==> src/rtl/baud_tick_gen.sv <==
// Programmable baud tick generator: prescaler, oversample counter and shadowed divisor.
// Optional fractional divisor enabled by defining FRAC_DIV_EN.
module baud_tick_gen #(
  parameter int DIV_W       = 16,
  parameter int OVS         = 16,
  parameter int DEFAULT_DIV = 651,
  parameter int FRAC_W      = 4
) (
  input  logic             CLK,
  input  logic             RST,
  input  logic             EN,
  input  logic [DIV_W-1:0] DIV_IN,
  input  logic             DIV_LOAD,
  input  logic             RESYNC,
`ifdef FRAC_DIV_EN
  input  logic [FRAC_W-1:0] DIV_FRAC_IN,
`endif
  output logic             OS_TICK,
  output logic             MID_TICK,
  output logic             BIT_TICK,
  output logic             LOAD_PEND,
  output logic             DIV_ERR
);

  localparam int OC_W = $clog2(OVS);
  localparam logic [DIV_W-1:0] DEF_DIV = DIV_W'(DEFAULT_DIV);
  localparam logic [DIV_W-1:0] MIN_DIV = DIV_W'(2);
  localparam logic [OC_W-1:0]  OC_MID  = OC_W'(OVS / 2 - 1);
  localparam logic [OC_W-1:0]  OC_LAST = OC_W'(OVS - 1);

  logic [DIV_W-1:0] pc_q, pc_d, div_q, div_d, shadow_q, shadow_d, target;
  logic [OC_W-1:0]  oc_q, oc_d;
  logic             pend_q, pend_d, os_q, os_d, mid_q, mid_d, bit_q, bit_d, err_q, err_d;
  logic             osEvent, bitEvent, applyShadow;
`ifdef FRAC_DIV_EN
  logic [FRAC_W-1:0] frac_q, frac_d, fracShadow_q, fracShadow_d, acc_q, acc_d;
  logic              extra_q, extra_d;
`endif

  always_comb begin
    pc_d     = pc_q;
    oc_d     = oc_q;
    div_d    = div_q;
    shadow_d = shadow_q;
    pend_d   = pend_q;
    os_d     = 1'b0;
    mid_d    = 1'b0;
    bit_d    = 1'b0;
    err_d    = 1'b0;
    target   = div_q - DIV_W'(1);
`ifdef FRAC_DIV_EN
    frac_d       = frac_q;
    fracShadow_d = fracShadow_q;
    acc_d        = acc_q;
    extra_d      = extra_q;
    if (extra_q) target = div_q;
`endif
    // >= rather than == so a divisor shrunk while paused cannot strand pc above it
    osEvent     = EN && (pc_q >= target);
    bitEvent    = osEvent && (oc_q == OC_LAST);
    applyShadow = pend_q && (RESYNC || !EN || bitEvent);

    if (RESYNC) begin
      pc_d = '0;
      oc_d = '0;
`ifdef FRAC_DIV_EN
      acc_d   = '0;
      extra_d = 1'b0;
`endif
    end else if (EN) begin
      if (osEvent) begin
        pc_d  = '0;
        oc_d  = oc_q + OC_W'(1);
        os_d  = 1'b1;
        mid_d = (oc_q == OC_MID);
        bit_d = (oc_q == OC_LAST);
`ifdef FRAC_DIV_EN
        {extra_d, acc_d} = {1'b0, acc_q} + {1'b0, frac_q};
`endif
      end else begin
        pc_d = pc_q + DIV_W'(1);
      end
    end

    if (applyShadow) begin
      div_d  = shadow_q;
      pend_d = 1'b0;
`ifdef FRAC_DIV_EN
      frac_d = fracShadow_q;
`endif
    end

    // A load coinciding with an apply lands in the shadow after the old value moved out
    if (DIV_LOAD) begin
      shadow_d = (DIV_IN < MIN_DIV) ? MIN_DIV : DIV_IN;
      err_d    = (DIV_IN < MIN_DIV);
      pend_d   = 1'b1;
`ifdef FRAC_DIV_EN
      fracShadow_d = DIV_FRAC_IN;
`endif
    end
  end

  always_ff @(posedge CLK or negedge RST) begin
    if (!RST) begin
      pc_q     <= '0;
      oc_q     <= '0;
      div_q    <= DEF_DIV;
      shadow_q <= DEF_DIV;
      pend_q   <= 1'b0;
      os_q     <= 1'b0;
      mid_q    <= 1'b0;
      bit_q    <= 1'b0;
      err_q    <= 1'b0;
`ifdef FRAC_DIV_EN
      frac_q       <= '0;
      fracShadow_q <= '0;
      acc_q        <= '0;
      extra_q      <= 1'b0;
`endif
    end else begin
      pc_q     <= pc_d;
      oc_q     <= oc_d;
      div_q    <= div_d;
      shadow_q <= shadow_d;
      pend_q   <= pend_d;
      os_q     <= os_d;
      mid_q    <= mid_d;
      bit_q    <= bit_d;
      err_q    <= err_d;
`ifdef FRAC_DIV_EN
      frac_q       <= frac_d;
      fracShadow_q <= fracShadow_d;
      acc_q        <= acc_d;
      extra_q      <= extra_d;
`endif
    end
  end

  assign OS_TICK   = os_q;
  assign MID_TICK  = mid_q;
  assign BIT_TICK  = bit_q;
  assign LOAD_PEND = pend_q;
  assign DIV_ERR   = err_q;

endmodule

==> config.mk <==
export PLATFORM = sky130hd
export DESIGN_NAME = baud_tick_gen
export DESIGN_NICKNAME = d
export VERILOG_FILES = /design/src/rtl/baud_tick_gen.sv
export SDC_FILE = /design/constraint.sdc
export NUM_CORES = 1
export LEC_CHECK = 0
export CAP_MARGIN = 20
export CORE_ASPECT_RATIO = 0.8
export CORE_UTILIZATION = 48
export DETAILED_ROUTE_END_ITERATION = 12
export GPL_ROUTABILITY_DRIVEN = 0
export MAX_ROUTING_LAYER = met4
export PLACE_DENSITY = 0.68
export SLEW_MARGIN = 0
export SYNTH_ARGS = -nofsm -noshare
export SYNTH_HDL_FRONTEND = slang
export SYNTH_SLANG_ARGS = --single-unit
==> constraint.sdc <==
create_clock -name CLK -period 9.5 [get_ports CLK]
set_clock_uncertainty 0.15 [all_clocks]
set_input_delay 0.95 -clock CLK [delete_from_list [all_inputs] [get_ports CLK]]
set_output_delay 0.95 -clock CLK [all_outputs]
set_load 0.01 [all_outputs]
==> results list, run 1 <==
* Status: finished clean
* Final routed DRC violation total: 0
- Peak supply drop: 0.000121 V
- Final hold vios: 0
- Required time at the worst-slack endpoint: 9.57 ns
* TritonCTS clock tree: done
* Total chip power: 635 uW
- For this design, the CTS-stage hold fixing added 0 buffers.
- Sum of negative setup slack: 0 ns
* Pwr dens: 178 nW/um^2
- Number of distinct standard cells referenced by the synthesized netlist: 46
* Drt first-iter violations: 71
* Synthesized netlist net count: 309
- Buffer levels on the longest clock path: 2
- The number of antenna violations at the first check in global routing was 0.
- Setup violations remaining at the end of the flow were counted as 0.
- The synthesized design contains 0 enable-type register cells.
* Cells resized by post-CTS repair: 0
- After detailed routing, the number of vias per cell comes to 5.41.
* GRT Residual Overflow: 0
* Relative max-transition margin: 45.6%
* Maximum number of pins on one net before global-route repair: 58
- Clock share of power: 36.7%
- In this run the cell area of the synthesized design comes to 3070 sq um.
- The first global-routing pass estimated 9940 um of wire.
- The final max-slew violation count came to 0.
- After legalization and detailed placement, the total HPWL measured 4200 um.
- In this run the vertical extent of the chip is 73.5 um.
- In the finished design, the share of the clock period the worst path needs comes to 43.9%.
* Area of the die: 6710 sq um
* Max Cap Viol: 0
* Worst-Margin Slew: 0.813 ns
- The most used flip-flop cell after synthesis is dfrtp_1.
- The internal portion of the total power is 468 uW.
* Comb pwr share: 16.9%
- For this run, the detailed router's first-pass iteration total came to 4.
- Warnings, synthesis: 0
- The detail route stage leaves a number of antenna-violating nets equal to 0.
- Portion of the post-synthesis area used by sequential elements: 46.9%
- For the worst setup path, the data arrival time is 4.24 ns.
- For this run, the share of the core covered by cells in the final layout is 59.2%.
- Setup repair after global routing missed its margin: false
- Highest clock rate: 240 MHz
* Crit end category: flop
- The number of setup buffers added after CTS is 0.
- In this run the standard cell core region covers 6040 sq um.
- In this run switching power makes up 26.4% of total power.
- Total via count after detailed routing: 2,090
- Number of nets at the end of the flow: 340
- Overall track demand over capacity in global routing: 20.1%
- Initial Util: 50.8%
* Largest fanout on the critical path: 16
* Sink count of the clock tree: 57
- After layout, the minimum clock period comes to 4.17 ns.
* Total wire length: 5640 um
* Num CTS Buffers: 9
* Count of boundary I/O pins: 26
- Each instance of the synthesized netlist takes up on average 11.4 sq um.
* Via count of the first global-routing pass: 2,041
* FFs w/ async S/R, synth: 100%
- The worst setup path is launched from a flop.
* Quantity of I/O buffers inserted on ports: 25
* Clock latency on the worst-skew pair: 0.34 ns
* Path type of the worst min-delay path: flop to flop
- Cells with a size suffix above 1 make up 21.3% of the layout.
- Synthesis produced a netlist whose cell count is 269.
- Sequential cells burn 46.4% of the power.
- For this design the static power due to leakage is 0.00151 uW.
- Chip Width: 91.4 um
* Area delta synth->final: 16.5%
- By startpoint and endpoint, the worst setup path is classified as flop to flop.
- Total number of H-tree levels: 3
- After detailed routing, the average wire length per cell comes to 14.6 um.
* Seq cells post-synth: 57
- After floorplanning, the core was divided into 25 placement rows.
* Net switching power of the design: 167 uW
- The tree is rooted in a clkbuf_8.
* Diodes inserted: 0
- After clock tree synthesis, the clock-pin slew on the worst setup and hold paths is 0.07 ns.
-- power by group through the flow --
| stage | Clock (uW) | Combinational [uW] | Sequential [uW] |
|---|---|---|---|
| 6_report | 233 | 108 | 295 |
| 5_1_grt | 246 | 122 | 299 |
| 4_1_cts | 236 | 109 | 295 |
| 3_5_place_dp | 0 | 109 | 299 |
| 3_3_place_gp | 0 | 106 | 299 |
| 2_1_floorplan | 0 | 81.8 | 292 |
-- metal layers --
metal / part of all wire (%) / vias up / wire [um] / global-route usage [%]
met2: 44 / 32 / 2470 / 28.8
met4: 1.7 / 0 / 95 / 8.47
met3: 3.3 / 11 / 189 / 5.07
met5: 0 / - / 0 / -
met1: 51 / 1011 / 2890 / 27.3
li1: - / 1036 / - / -
-- cells in the final DEF (no fill, tap or decap), types with 4 or more instances in the layout --
cell type,instances
dfstp_2,10
nor2_1,32
inv_1,7
dfrtp_1,47
nand2_1,15
a21oi_1,8
clkbuf_8,11
or4_1,6
nor3_1,5
nor4_1,6
o21ai_0,8
mux2_2,20
xor2_1,13
ha_1,19
nand3_1,5
clkdlybuf4s50_1,24
xnor2_1,14
nand4_1,6
mux2_4,10
and3_1,4
-- state kept, by name (all words and copies together), names as in the netlist --
register / count
BIT_TICK: 1
DIV_ERR: 1
LOAD_PEND: 1
MID_TICK: 1
OS_TICK: 1
div_q: 16
oc_q: 4
pc_q: 16
shadow_q: 16
-- area by class of cell --
cell class                 instances  area (sq um)
clock buffer                      12           155
clock inverter                     4          51.3
fill                             485          2460
inverter                           7          26.3
multi-input combinational        199          1550
sequential                        57          1440
tap                               81           101
timing repair buffer              26           253
-- stage by stage --
stage	setup WS (ns)	instances	instance area [sq um]	hold WS, ns
global placement	5.42	370	3370	0.313
finish	5.33	386	3570	0.325
floorplan	5.84	269	3070	0.281
global route	5.04	386	3570	0.364
CTS	5.31	386	3570	0.322
detailed placement	5.34	370	3370	0.303
-- critical path, cell delays in order (launching register included) --
cell and delay, ns:
dfrtp_1 0.40, nor4_2 0.31, nand2_1 0.16, or4_1 0.51
nor4_1 0.24, xnor2_1 0.11, ha_1 0.30, nand4_1 0.14
nor2_1 0.20, o2111ai_2 0.14, and3_1 0.35, a21oi_4 0.61
mux2_2 0.41
-- worst paths after layout --
kind | startpoint | endpoint | slack, ns | depth (start not counted)
worst max-delay path | div_q[5] | div_q[5] | 5.33 | 12
worst min-delay path | oc_q[3] | MID_TICK | 0.33 | 1
worst max register to register | div_q[5] | div_q[5] | 5.33 | 12
worst min register to register | oc_q[3] | MID_TICK | 0.33 | 1
max in group asynchronous | RST | pc_q[6] | 8.13 | 2
min in group asynchronous | RST | MID_TICK | 0.58 | 2
-- cell families after synthesis --
family / share of synthesized area, %
flip-flops: 46.9
adder cells (fa/ha/maj): 7.75
multiplexers: 12.6
buffers and inverters: 2.61
XOR/XNOR: 7.71
AO/OA/AOI/OAI: 6.81
AND/OR/NAND/NOR: 15.6
-- synth_stat cells, drive strengths merged, types with 2 or more instances --
| cell | n | share of area, % |
|---|---|---|
| o21ai | 8 | 1.3 |
| nand2b | 2 | 0.65 |
| or3 | 3 | 0.69 |
| dfrtp | 47 | 38 |
| nand2 | 15 | 1.8 |
| nor3 | 5 | 0.82 |
| buf | 4 | 1.5 |
| nor4 | 7 | 1.6 |
| inv | 7 | 0.86 |
| ha | 19 | 7.8 |
| nand4 | 6 | 1.2 |
| and4 | 2 | 0.57 |
| a31oi | 3 | 0.61 |
| nand3 | 5 | 0.82 |
| mux2 | 30 | 12 |
| xor2 | 13 | 3.7 |
| or4 | 6 | 1.5 |
| clkbuf | 2 | 0.24 |
| xnor2 | 14 | 4.0 |
| nor2 | 32 | 3.9 |
| and3 | 5 | 1.1 |
| dfstp | 10 | 8.6 |
| a21oi | 9 | 1.8 |
(Power assumes the default switching activity.)
==> run 2: changes to the inputs <==
PLACE_DENSITY = 0.71   (was 0.68)
clock period = 3.4 ns   (was 9.5 ns; I/O delays follow)
==> run 2 against run 1 <==
The flow now finishes with violations (setup timing). Largest cell class unchanged. Sequential share of layout area down 3.6 points. Final area up 9.9%. Via count increased by 6.8%. Critical endpoint is now div_q[2]. Combinational power increased to 3.4 times the previous value. Maximum frequency rose by 21%.
==> results list, run 2 (synthesis gave the netlist of run 1 again) <==
- The flow ran to the end, but the final reports show violations.
- Failing checks: setup timing
- Cells with a size suffix above 1 make up 33.9% of the layout.
- VDD sags by at most 0.000326 V.
* Maximum number of pins on one net before global-route repair: 32
- For this design the static power due to leakage is 0.00163 uW.
- Along the worst hold path, the cell count comes to 1.
- After detailed routing, the number of vias per cell comes to 5.47.
- Cell internal power dissipation: 1310 uW
- On the critical path, the stage with the largest delay is an instance of or4_4.
- Power spread over the standard cell area amounts to 460 nW/um^2.
* ANT nets after route: 0
* Initial Util: 50.8%
* Root buffer selected by CTS: clkbuf_8
- Required time at the worst-slack endpoint: 3.47 ns
- Leaving out fill and tap cells, the most frequent cell in the layout is dfrtp_1.
- OpenSTA, run right after detailed placement, puts the worst setup slack at -0.245 ns.
* Setup repair after global routing missed its margin: true
- Drt first-iter violations: 100
- Of the total power, the share spent switching nets is 27.7%.
* Quantity of I/O buffers inserted on ports: 25
- The number of buffers and inverters on the critical path is 1.
* Count of boundary I/O pins: 26
* Net switching power of the design: 502 uW
* Pins over their slew limit: 0
- Overall track demand over capacity in global routing: 21.7%
- Largest registers ranked by flip-flop count: div_q (16), pc_q (16), shadow_q (16)
- Setup violations remaining at the end of the flow were counted as 15.
- Of all nets on the critical path, the largest fanout is 16.
- Levels on crit path: 12
- Clock tree synthesis inserted a total of 9 buffers.
* Buffer levels on the longest clock path: 2
- For the finished layout, the period the worst path requires is 3.45 ns.
* Clock share of power: 33.9%
- Crit path arrival time: 3.53 ns
- The routed design has 6180 um of wire.
- The number of antenna violations at the first check in global routing came to 0.
- The first global-routing pass estimated 10,500 um of wire.
- Dividing the final minimum period by the clock period gives 102%.
* Power share of the sequential group: 45.6%
- Total number of H-tree levels: 3
- The number of global-route vias before repair was 2,186.
- Diodes inserted: 0
- Total via count after detailed routing: 2,233
* Number of nets at the end of the flow: 363
- The worst setup path is of the flop to flop kind.
* Chip Width: 91.4 um
- In this run the worst hold path is classified as flop to flop.
- Final routed DRC violation total: 0
- Area of the die: 6710 sq um
* Highest clock rate: 290 MHz
- Leading cell types in the layout, fill and taps excluded: 47 x dfrtp_1, 24 x clkdlybuf4s50_1, 20 x nor2_1, 20 x mux2_2, 19 x ha_1
* TritonCTS clock tree: done
- Minimum hold slack: 0.357 ns
* Delay-heaviest family, CP: simple AND/OR/NAND/NOR gates
- The later pin in the worst-skew pair is clocked with a latency of 0.34 ns.
* Die height: 73.5 um
- Crit path cell chain: or3_4, or4_4, nor3_4, xnor2_2, ha_1, nand4_1, nor2_2, o2111ai_2, and3_4, a21oi_4, buf_12, mux2_2
* Number of detailed-routing iterations run before antenna repair: 4
- Max Cap Viol: 0
* Highest cell delay on the worst timing path: 0.53 ns
- Once detailed placement completed, the half-perimeter wirelength came to 4550 um.
* Row cnt: 25
- Clock-pin slew was measured on the worst setup and hold paths at 0.07 ns.
* Sink count of the clock tree: 57
- Relative max-transition margin: 54.4%
- After layout, the design draws a total of 1810 uW.
- Once routing completed, OpenROAD measured the worst setup slack at -0.0537 ns.
- Worst-Margin Slew: 0.684 ns
- Comb pwr share: 20.5%
* Number of fill cells: 465
* Post-detailed-route wirelength per cell: 15.1 um
* Area inside the core boundary: 6040 sq um
* Area delta synth->final: 28.1%
* GRT Residual Overflow: 0
- The worst setup path is captured at a flop.
* Depth of the most critical reg-to-reg path: 12
- The number of failing hold endpoints at the final stage came to 0.
- Setup crit start kind: flop
[run 2: cell count changes in the layout (fill, tap and decap cells not counted), sizes merged, moves of 2 or more]
| cell | before | now |
|---|---|---|
| clkinvlp | 1 | 4 |
| clkbuf | 12 | 9 |
| clkinv | 2 | 0 |
| buf | 2 | 23 |
[run 2: per-layer routing]
layer  vias to the layer above  part of all wire, %  global-route usage, %
li1                       1083                    -                      -
met1                      1087                   49                   28.0
met2                        53                   45                   31.4
met3                        10                  4.2                   8.18
met4                         0                  1.5                   7.58
met5                         -                    0                      -
[run 2: worst paths after layout]
check	startpoint	to	slack (ns)
max in group asynchronous	RST	div_q[3]	1.83
min in group asynchronous	RST	oc_q[2]	0.43
setup / recovery	div_q[8]	div_q[2]	-0.05
hold / removal	shadow_q[5]	shadow_q[5]	0.36
setup reg to reg	div_q[8]	div_q[2]	-0.05
hold reg to reg	shadow_q[5]	shadow_q[5]	0.36
[run 2: timing repair]
action | CTS | global route
pin swaps | 13 | 18
gates cloned | 0 | 1
hold buffers | 1 | 0
endpoints found under the hold margin | 29 | 0
buffers inserted | 1 | 0
gates resized for setup | 15 | 23
setup endpoints to repair | 38 | 38
[run 2: per-stage QoR]
stage               instance area [sq um]  cells  utilization (%)  TNS [ns]
finish                               3930    408             65.1    -0.507
CTS                                  3820    407             63.4     -1.53
floorplan                            3090    269                -     -1.58
global route                         3930    408             65.1     -4.70
global placement                     3550    390             58.9     -3.19
detailed placement                   3550    390             58.9     -5.62
[run 2: final cells by class]
cell class                      count  area (sq um)  share of cell area [%]
Clock buffer                        9           124                    3.15
Multi-Input combinational cell    200          1720                    43.9
Clock inverter                      6          68.8                    1.75
Timing Repair Buffer               48           444                    11.3
Sequential cell                    57          1440                    36.6
Inverter                            7          26.3                   0.669
Tap cell                           81           101                    2.58
[run 2: worst register-to-register path: stages, from the launching register on]
cell and delay [ns]:
dfrtp_1 0.38, or3_4 0.38, or4_4 0.53, nor3_4 0.17, xnor2_2 0.08, ha_1 0.30
nand4_1 0.15, nor2_2 0.19, o2111ai_2 0.13, and3_4 0.21, a21oi_4 0.15, buf_12 0.18
mux2_2 0.34
[run 2: power by group through the flow]
stage | sequential, uW | combinational (uW) | clock, uW
2_1_floorplan | 822 | 230 | 0
3_3_place_gp | 828 | 352 | 0
3_5_place_dp | 829 | 361 | 0
4_1_cts | 818 | 368 | 629
5_1_grt | 835 | 416 | 668
6_report | 825 | 370 | 614
